## config.mk

```make
export PLATFORM = sky130hd
export DESIGN_NAME = state_timer
export DESIGN_NICKNAME = d
export VERILOG_FILES = /design/src/rtl/state_timer.sv
export SDC_FILE = /design/constraint.sdc
export NUM_CORES = 1
export LEC_CHECK = 0
export ABC_AREA = 1
export CAP_MARGIN = 10
export CORE_AREA = 2 2 39 41
export CTS_CLUSTER_DIAMETER = 200
export CTS_CLUSTER_SIZE = 30
export DETAILED_ROUTE_END_ITERATION = 7
export DIE_AREA = 0 0 41 43
export PLACE_DENSITY = 0.62
export SLEW_MARGIN = 20
export SYNTH_ARGS = -nofsm -noshare
export SYNTH_HDL_FRONTEND = slang
export SYNTH_SLANG_ARGS = --single-unit
```

## constraint.sdc

```tcl
create_clock -name i_Clk -period 1.9 [get_ports i_Clk]
set_input_delay 0.38 -clock i_Clk [delete_from_list [all_inputs] [get_ports i_Clk]]
set_output_delay 0.38 -clock i_Clk [all_outputs]
set_load 0.01 [all_outputs]
```

## src/rtl/state_timer.sv

```systemverilog
// Loadable down-counter that saturates at zero.
// done stays high while the count is zero.
module state_timer #(
    parameter int W = 8
) (
    input  logic         i_Clk,
    input  logic         i_Rst,
    input  logic         load,
    input  logic [W-1:0] load_value,
    output logic         done
);

    logic [W-1:0] count;

    always_ff @(posedge i_Clk) begin
        if (i_Rst) begin
            count <= '0;
        end else if (load) begin
            count <= load_value;
        end else if (count != '0) begin
            count <= count - 1'b1;
        end
    end

    assign done = (count == '0);

endmodule

```

==> results of run 1 <==
==> metal layers <==
layer / global-route usage / routed length, um
met1: 0.174 / 505
met5: 0 / 0
met4: 0.0800 / 9
met3: 0.0628 / 57
met2: 0.225 / 462
==> per-stage QoR <==
stage                util  power (mW)  instances  setup slack (ns)  area [um^2]
detailed placement  0.438       0.382         97            0.0596          606
finish              0.452       0.508        100             0.203          626
global placement    0.438       0.381         97            0.0829          606
global route        0.452       0.544        100             0.110          626
CTS                 0.455       0.514        100            0.0680          629
floorplan               -       0.330         70             0.638          473
==> worst max-delay path, delay by kind of cell (launching register included) <==
| kind | cells | cell delay (ns) |
|---|---|---|
| adder cells (fa/ha/maj) | 1 | 0.23 |
| buffers and inverters | 2 | 0.27 |
| flip-flops | 1 | 0.31 |
| AND/OR/NAND/NOR | 2 | 0.26 |
==> synthesized netlist by cell type (all sizes together) <==
| library cell | instances | area, um^2 |
|---|---|---|
| xnor2 | 2 | 17.5 |
| inv | 7 | 26.3 |
| o21ai | 6 | 30.0 |
| xor2 | 1 | 8.76 |
| nor2 | 16 | 81.3 |
| nand4 | 1 | 6.26 |
| ha | 1 | 12.5 |
| a21oi | 4 | 20.0 |
| nand3 | 4 | 20.0 |
| o211ai | 1 | 7.51 |
| nor3 | 4 | 20.0 |
| buf | 1 | 5.00 |
| dfxtp | 8 | 160 |
| nand2 | 14 | 57.6 |
==> kinds of logic (layout without fill, tap and decap cells) <==
group                    after synthesis  after routing
XOR/XNOR                               3              3
AO/OA/AOI/OAI                         11             11
adder cells (fa/ha/maj)                1              1
flip-flops                             8              8
buffers and inverters                  8             22
AND/OR/NAND/NOR                       39             39
==> timing repair <==
action                                  in CTS  in global routing
gates cloned                                 0                  0
hold buffers                                 0                  0
resized for setup                            2                  2
endpoints found under the setup margin       1                  1
==> where the power goes <==
| part | switching, mW | total (mW) | internal (mW) |
|---|---|---|---|
| Sequential | 0.0177 | 0.206 | 0.188 |
| Clock | 0.0583 | 0.131 | 0.0723 |
| Combinational | 0.0946 | 0.171 | 0.0768 |
==> layout make-up <==
| class | count | area share |
|---|---|---|
| Inverter | 7 | 0.0420 |
| Multi-Input combinational cell | 54 | 0.454 |
| Sequential cell | 8 | 0.256 |
| Timing Repair Buffer | 12 | 0.180 |
| Clock buffer | 3 | 0.0360 |
| Tap cell | 16 | 0.0320 |
==> worst paths after layout <==
check                                           start               endpoint  slack [ns]
worst max-delay path            count[0]$_SDFFE_PP0P_                   done        0.20
worst min-delay path            count[0]$_SDFFE_PP0P_  count[0]$_SDFFE_PP0P_        0.50
worst max register to register  count[0]$_SDFFE_PP0P_  count[1]$_SDFFE_PP0P_        0.61
worst min register to register  count[0]$_SDFFE_PP0P_  count[0]$_SDFFE_PP0P_        0.50
==> run summary, run 1 <==
The flow ran to the end, and the final reports show no timing, DRC or antenna violations. Multiplexer share of the synthesized area: 0. During I/O placement, the number of pins put on the boundary was 12. The logic depth of the worst register-to-register path works out to 8.

For the first-pass GRT wire length, the log shows 1.74 mm. The final hold violation count is 0. The data arrival time of the critical path came out at 1.32 ns.

The register with the most flip-flops is count. The cell area that synthesis handed to floorplanning was 473 um^2. The post-synthesis compound-gate area fraction is 0.122. The synthesized flop and latch total is 8, and the slew at the pin closest to its max-slew limit is 0.323 ns. Summing all multi-input logic gate instances after layout gives 284 um^2.

The highest ir drop seen on vdd was 0.000380 V; the number of core rows was 14. The number of setup buffers added after CTS is 0. Using the TritonRoute via totals, the vias-per-cell ratio works out to 4.75. Setup repair after global routing left no endpoint under its margin. In the routed design, unresolved DRC markers number 0.

By area, the combinational part of the netlist is dominated by simple AND/OR/NAND/NOR gates. In this run the clock root is driven by a sky130_fd_sc_hd__clkbuf_4. The tools report the area of the core as 0.00138 mm^2. The post-synthesis share of cell area spent on and, or, nand and nor gates was 0.392. On the critical path, the stage with the largest delay is an instance of sky130_fd_sc_hd__dfxtp_1.

Clock tree synthesis found a total of 8 sinks. The tools report the number of warnings reported in the yosys synthesis log as 0. The run gives 0.342 as the initial core utilization. TritonCTS built the clock tree.

The number of max-slew violations in the final report was 0. The library cells used most frequently in the layout, excluding fill and tap cells, are sky130_fd_sc_hd__nor2_1 (13), sky130_fd_sc_hd__nand2_1 (12), sky130_fd_sc_hd__clkdlybuf4s50_1 (10). The clock slew seen by the registers of the worst setup and hold paths was 0.06 ns. The worst setup path is launched from a register.

The largest registers in the layout are count (8). The tools report the largest buffer count on any clock path as 2. The tools report the iteration count of the initial detailed-routing pass as 3. The register with the most flip-flops in the layout has 8 of them.

STA classifies the critical path endpoint as a primary output. The classification of the worst setup path was register to primary output. The instance count along the most critical hold path was 2. Maximum level of the CTS H-tree: 1.

The run gives 160 um^2 as the register area. Once detailed placement completed, the half-perimeter wirelength came to 818 um. Buffers inserted during clock tree synthesis total 3. Input and output buffers added on the ports amount to 11.

The pin count of the biggest net entering global routing was 8. In the synthesized netlist, the number of instances is 70. The power per standard cell area came out at 812 mW/mm^2.

The post-route clock period utilization came out at 0.893. The time the worst path needs with I/O delays and setup was 1.70 ns; the count of filler cells inserted in the layout was 149. The number of antenna violations at the first check in global routing was 0; the sequential element share of the synthesized area was 0.339.

The total nets after synthesis was 82; the maximum clock rate was 0.589 GHz. Leaving out fill and tap cells, the most frequent cell in the layout is sky130_fd_sc_hd__nor2_1. The height of the chip is 43 um. The maximum cell stage delay along the critical path is 0.31 ns, and the leftover overflow at the end of global routing is 0. The average wire per standard cell is 10.4 um, and the final net count is 98. Total track usage: 0.151. For the worst setup path, the data required time is 1.52 ns.

The final estimated routing congestion in global placement was 0.779. The synthesized area per cell came out at 6.76 um^2. The ratio of cells with drive above 1 in the final layout came out at 0.155. Hold is met by 0.497 ns. The xor-xnor portion of the synthesized cell area is 0.0556, and the residual antenna-violating net count after detailed routing is 0. The detailed router placed 475 vias in this run. Summed over all cells, the static leakage comes to 0.274 nW. The area growth from synthesis to layout is 32.3%.

The repair_antennas step left the layout with diodes totalling 0. Relative slew slack: 0.784. The floorplan step defined a die boundary enclosing 0.00176 mm^2. The adder-cell share of the synthesized area was 0.0265; the width of the die was 41 um. The number of global-route vias before repair came out at 455. After the first detailed-routing iteration, the DRC count stood at 6. The run gives 19 as the count of cell types in the netlist. On the final layout, the worst clock skew is 0.00293 ns. Wires add up to 1.04 mm.

For the total negative slack, the log shows 0 ns. The worst min-delay path class was register to register. For the setup violation total in the final timing report, the log shows 0. The signal on the critical path passes through inv_1 > ha_2 > nand2_2 > nor2_8 > clkbuf_2. The tools report the clock latency of the later-clocked register in the worst-skew pair as 0.25 ns. The total of max-cap violations is 0.

The largest fanout on the critical path came out at 5.
No activity file was read; power rests on OpenSTA's default activity.
==> run 2: changes to the inputs <==
--- a/config.mk
+++ b/config.mk
@@ -14,3 +14,3 @@
 export DIE_AREA = 0 0 41 43
-export PLACE_DENSITY = 0.62
+export PLACE_DENSITY = 0.64
 export SLEW_MARGIN = 20
==> constraint.sdc (replaced) <==
create_clock -name i_Clk -period 1.4 [get_ports i_Clk]
set_input_delay 0.28 -clock i_Clk [delete_from_list [all_inputs] [get_ports i_Clk]]
set_output_delay 0.28 -clock i_Clk [all_outputs]
set_load 0.1 [all_outputs]
==> run summary, run 2 (synthesized netlist as in run 1, its figures left out) <==
The run finished, with violations left. The final reports fail on setup timing. The wire length on met3 was 43 um. For this design, the CTS-stage hold fixing added 0 buffers. In this run the critical register-to-register path is launched from count[1]$_SDFFE_PP0P_. The detailed-route wire length on metal 1 was 479 um. TritonCTS built the clock tree.

Detailed placement ended at an HPWL of 856 um. Uppermost metal layer occupied by signal nets: met4. For the initial core utilization, the log shows 0.342.

In the routed design, unresolved DRC markers number 0. Prior to clock tree synthesis, the placed netlist has a worst setup slack of -0.00556 ns. Total negative slack: -0.0200 ns.

Clock-pin slew was measured on the worst setup and hold paths at 0.06 ns. Height of the chip: 43 um. The TritonCTS buffer count came out at 3.

For this block, the via count after detailed routing is 519. In this run the standard cell core region covers 0.00138 mm^2. The final hold violation count was 0; the slew at the pin closest to its max-slew limit was 0.276 ns. The count of buffers from port buffering is 11. The number of max-slew violations in the final report was 0.

The detail-routed via count per cell was 4.76; the count of routing violations after the opening detailed-route iteration was 3. The tools report the slack of the critical path as -0.0200 ns. The logs give 0 for the residual antenna-violating net count after detailed routing and 1 for the setup violation total in the final timing report. The number of sinks on the clock net is 8. The routed design uses 600 um of met2 wire. The tree is rooted in a sky130_fd_sc_hd__clkbuf_4. The ratio of cells with drive above 1 in the final layout came out at 0.323. The floorplan has 14 rows. The analysis attributes to cell leakage a power of 0.337 nW.

The first global-routing pass estimated 1.84 mm of wire. Startpoint class of the critical path: a register. Along the worst path, the maximum fanout reaches 3.

The number of flip-flops under the largest register name is 8. The beginning of the worst hold path was count[0]$_SDFFE_PP0P_. The number of global-route vias before repair was 474.

The largest registers in the layout are count (8). At the end of the flow, the number of nets in the layout was 107. The clock passes through at most 2 buffers. The tools report the total of max-cap violations as 0. For this run, the detailed router's first-pass iteration total came to 3. The instance area at placement was 648 um^2. Data arrives at the worst endpoint at 1.14 ns. Endpoint of the lowest-slack register-to-register path: count[5]$_SDFFE_PP0P_.

The filler cells instantiated in the layout total 132. For the worst setup path, the data required time is 1.12 ns. Hold timing on the final database bottoms out at a slack of 0.500 ns. After layout, the minimum clock period comes to 1.42 ns. At the end of routability-driven placement, the weighted congestion stood at 0.840. Across the routed clock network, the largest skew measured is 0.00542 ns. Entering global routing, the biggest net connects 7 pins. The run gives 1 as the maximum level of the CTS H-tree. The final wirelength was 1.14 mm. The tools report the highest ir drop seen on vdd as 0.000494 V. From synthesis to final layout, the design area changed by 58.5%.

The library cells used most frequently in the layout, excluding fill and tap cells, are sky130_fd_sc_hd__nand2_1 (11), sky130_fd_sc_hd__nor2_1 (11), sky130_fd_sc_hd__clkdlybuf4s50_1 (10), sky130_fd_sc_hd__buf_4 (10), sky130_fd_sc_hd__dfxtp_1 (5). For this run the aggregate overflow at the end of global routing stands at 0. The critical path endpoint category is a primary output. The floorplan step defined a die boundary enclosing 0.00176 mm^2. The number of diodes was 0; the logic depth of the worst register-to-register path was 9. Static timing analysis puts the maximum clock frequency at 0.704 GHz. The width of the die was 41 um. Relative slew slack: 0.815.

More flip-flops sit in one register than any other, and that register is count. The worst hold path belongs to the class register to register. The total track usage was 0.155. Setup repair after global routing could not meet its margin everywhere.

The average wire per standard cell is 10.4 um, and the number of antenna violations at the first check in global routing is 0. Pin placement for this block handled 12 I/O pins. The clock latency of the later-clocked register in the worst-skew pair came out at 0.25 ns.

The worst setup path is of the register to primary output kind. Across all register-to-register paths, the minimum setup slack is 0.12 ns. After routing the design area is 749 um^2.

The power per standard cell area is 1090 mW/mm^2, and the instance count along the most critical hold path is 2. For hold timing, the worst endpoint is count[0]$_SDFFE_PP0P_. The post-route clock period utilization works out to 1.01.
-- run 2: changes by cell type in the layout (fill, tap and decap cells not counted), moves of 2 or more --
cell and delta:
sky130_fd_sc_hd__buf_4 +9, sky130_fd_sc_hd__dfxtp_1 -3, sky130_fd_sc_hd__dfxtp_2 +3, sky130_fd_sc_hd__inv_1 -2
sky130_fd_sc_hd__inv_2 +2, sky130_fd_sc_hd__nand2_4 +2, sky130_fd_sc_hd__nor2_1 -2, sky130_fd_sc_hd__nor2_4 +2
-- run 2: per-stage QoR --
stage / utilization / instances / power, mW
finish: 0.542 / 109 / 0.814
global route: 0.542 / 109 / 0.871
CTS: 0.512 / 106 / 0.782
detailed placement: 0.468 / 99 / 0.574
global placement: 0.468 / 99 / 0.570
floorplan: - / 70 / 0.487
-- run 2: final cells by class --
cell class                      instances  area [um^2]  share of cell area
Multi-Input combinational cell         54          322               0.429
Tap cell                               16         20.0              0.0267
Timing Repair Buffer                   21          195               0.260
Clock buffer                            3         22.5              0.0301
Inverter                                7         26.3              0.0351
Sequential cell                         8          164               0.219
-- run 2: worst max-delay path by stage --
stage / to / slack, ns / depth (start not counted) / start
5_1_grt: done / -0.05 / 5 / count[1]$_SDFFE_PP0P_
3_5_place_dp: count[5]$_SDFFE_PP0P_ / -0.006 / 5 / load
2_1_floorplan: count[1]$_SDFFE_PP0P_ / 0.04 / 7 / count[1]$_SDFFE_PP0P_
3_3_place_gp: count[5]$_SDFFE_PP0P_ / 0.02 / 5 / load
6_report: done / -0.02 / 5 / count[1]$_SDFFE_PP0P_
4_1_cts: done / -0.06 / 5 / count[0]$_SDFFE_PP0P_
-- run 2: repair_timing --
item	CTS	global route
buffers inserted	4	3
gates resized for setup	4	6
pin swaps	2	5
endpoints found under the setup margin	1	3
-- run 2: worst max-delay path, stage by stage, from the launching register on --
cell and delay (ns):
sky130_fd_sc_hd__dfxtp_2 0.33, sky130_fd_sc_hd__inv_2 0.06, sky130_fd_sc_hd__ha_4 0.14, sky130_fd_sc_hd__nand2_4 0.07
sky130_fd_sc_hd__nor2_8 0.10, sky130_fd_sc_hd__buf_12 0.18
-- run 2: power breakdown --
part           switching (mW)  internal, mW  leakage [nW]
Combinational           0.179         0.172         0.256
Clock                  0.0771        0.0980        0.0138
Sequential             0.0297         0.258        0.0673
Total                   0.286         0.528         0.337
-- run 2: metal layers --
layer  GRT usage  vias up
li1            -      276
met5           0        -
met2       0.253        9
met3      0.0471        2
met4      0.0800        0
met1       0.169      232
==> run 3: changes to the inputs <==
- GPL_TIMING_DRIVEN: unset -> 0
==> run summary, run 3 (synthesized netlist as in run 1, its figures left out) <==
The tools report the hold path endpoint as count[4]$_SDFFE_PP0P_. The total track usage is 0.155, and the part of the total power dissipated in combinational logic is 0.421. Once detailed placement completed, the half-perimeter wirelength came to 792 um. Power spread over the standard cell area amounts to 1110 mW/mm^2. The largest individual stage delay along the critical path comes from the cell sky130_fd_sc_hd__dfxtp_2.

TritonCTS built the clock tree. The smallest clock period supported by the final layout is computed as 1.40 ns. The run gives 1 as the maximum level of the CTS H-tree. The total area inside the core boundary comes to 0.00138 mm^2. The internal power summed over all cells was 519 uW; the count of buffers from port buffering was 10. The switching power of the nets was 285 uW; the maximum clock rate was 0.713 GHz. Part of the total power dissipated in sequential elements: 0.361. STA classifies the critical path endpoint as a primary output. The slack of the critical path is -0.00259 ns. The run finished, with violations left.

For the initial core utilization, the log shows 0.342. Together, buffers and inverters on the worst path number 2. The number of antenna diodes in the final layout is 0. Setup repair after global routing could not meet its margin everywhere.

Switching part of the total power: 0.355. The residual antenna-violating net count after detailed routing was 0; the clock latency of the later-clocked register in the worst-skew pair was 0.25 ns. The root buffer cell is sky130_fd_sc_hd__clkbuf_4. The first global-routing pass estimated 1.81 mm of wire.

From left edge to right edge, the die measures 41 um. The post-place setup slack is -0.844 ns. The logs give 0.10 ns for the reg-to-reg setup timing slack and 0.000685 V for the highest ir drop seen on vdd. The pin count of the biggest net entering global routing came out at 10. The post-synthesis to final-layout area growth was 52.6%; the overall power was 803 uW. The total of max-cap violations was 0; the final estimated routing congestion in global placement was 0.734. Data on the critical path is required at its endpoint by 1.12 ns. For this run, the slowest stage of the critical path takes 0.33 ns. The TritonCTS buffer count is 3. For the leakage power figure, the log shows 0.323 nW.

The tools report the largest buffer count on any clock path as 2. The number of antenna violations at the first check in global routing was 0; the final hold violation count was 0. For this run, the detailed router's first-pass iteration total came to 4. The logs give 0.172 for the global-route met1 utilization and 0.219 for the portion of total power attributed to the clock network. The ratio of cells with drive above 1 in the final layout works out to 0.311. The average wire per standard cell is 10.2 um, and the number of flip-flops under the largest register name is 8. For the data arrival time of the critical path, the log shows 1.12 ns. The hold-fix buffer count after cts was 0.

For the global routing usage on met3, the log shows 0.0628. The startpoint identified for the worst hold timing path is load. The clock skew after layout was 0.000393 ns; the leftover overflow at the end of global routing was 0.

Floorplan die area: 0.00176 mm^2. The clock slew seen by the registers of the worst setup and hold paths is 0.05 ns. The number of core rows was 14. The logs give 475 for the number of global-route vias before repair and 0.862 for the relative slew slack.

The clock net in this run drives a total of 8 sinks. The post-route core utilization is 0.522, and the total DRC errors in the routed layout is 0. The path class of the tightest hold or removal check is input port to register. Across all layers, the routed design uses 503 vias. In the final layout, the registers with the most flip-flops are count (8). For the pin with the worst max-slew slack, the measured transition is 0.206 ns.

The instance count along the most critical hold path came out at 3. The checks that failed: setup timing. STA classifies the critical path startpoint as a register. Launch instance of the worst register-to-register path: count[1]$_SDFFE_PP0P_. In the layout the commonest cells are sky130_fd_sc_hd__nand2_1 (11), sky130_fd_sc_hd__nor2_1 (11), sky130_fd_sc_hd__clkdlybuf4s50_1 (9).

The largest fanout on the critical path is 3. Register with the most flip-flops: count. The tools report the endpoint of the lowest-slack register-to-register path as count[5]$_SDFFE_PP0P_. The die is 43 um tall. Grouping stages by cell kind, the critical path spends the most delay in flip-flops.

The classification of the worst setup path was register to primary output. The final layout contains routed wiring with a total length of 1.08 mm. Traced cell by cell, the critical path runs through inv_2 > ha_4 > nand2_4 > nor2_8 > buf_12. The tools report the setup violation total in the final timing report as 1. For the total placed cells including tap cells, the log shows 96. The global routing stage identified its most utilized layer as met2. After the last flow step, the layout net total stands at 104. The finished layout holds 106 standard cells, fillers aside. For this design the top-level I/O count stands at 12. The global routing usage on met2 was 0.231. The post-route clock period utilization is 1.00, and the detail-routed via count per cell is 4.75. The number of max-slew violations in the final report was 0; the count of routing violations after the opening detailed-route iteration was 11. The logic depth of the worst register-to-register path was 9.
## run 3: cell count changes in the layout (fill, tap and decap cells not counted)
cell	change
sky130_fd_sc_hd__buf_2	+1
sky130_fd_sc_hd__buf_4	-3
sky130_fd_sc_hd__clkdlybuf4s50_1	-1
## run 3: worst max path at each step
stage                               start                     to  slack (ns)  cells after the start
floorplan           count[1]$_SDFFE_PP0P_  count[1]$_SDFFE_PP0P_        0.04                      7
global placement    count[0]$_SDFFE_PP0P_                   done       -0.83                      5
detailed placement  count[0]$_SDFFE_PP0P_                   done       -0.84                      5
CTS                 count[0]$_SDFFE_PP0P_                   done       -0.06                      5
global route        count[1]$_SDFFE_PP0P_                   done       -0.06                      5
finish              count[1]$_SDFFE_PP0P_                   done      -0.003                      5
## run 3: final cells by class
class,instances,area (um^2)
buffer,1,5.00
clock buffer,3,22.5
fill,138,662
inverter,7,26.3
multi-input combinational,54,322
sequential,8,164
tap,16,20.0
timing repair buffer,17,163
## run 3: per-stage QoR
step	cell area (um^2)	hold WS, ns	setup TNS [ns]
3_5_place_dp	611	0.502	-0.844
3_3_place_gp	611	0.499	-0.829
4_1_cts	683	0.368	-0.0612
6_report	722	0.369	-0.00259
2_1_floorplan	490	0.349	0
5_1_grt	722	0.369	-0.0618
## run 3: layer usage
metal,up-vias,share of wire
met2,7,0.49
met4,0,0.012
met5,-,0
li1,268,-
met3,2,0.042
met1,226,0.45
## run 3: worst register-to-register path, delay by kind of cell (launching register included)
| kind | cells | cell delay (ns) |
|---|---|---|
| adders and majority gates | 1 | 0.16 |
| buffers and inverters | 2 | 0.20 |
| DFF | 1 | 0.35 |
| and+or+nand+nor | 6 | 0.47 |
## run 3: power by group through the flow
stage | Clock, mW | Sequential (mW) | Combinational, mW
after floorplan | 0 | 0.279 | 0.208
after global placement | 0 | 0.284 | 0.264
after detailed placement | 0 | 0.284 | 0.269
after CTS | 0.189 | 0.281 | 0.315
after global routing | 0.201 | 0.293 | 0.373
final | 0.176 | 0.290 | 0.338
## run 3: what timing repair did
action | in CTS | in global routing
gates cloned | 0 | 0
setup endpoints to repair | 1 | 1
gates resized for setup | 14 | 5
buffers inserted | 4 | 3
pin swaps | 2 | 4
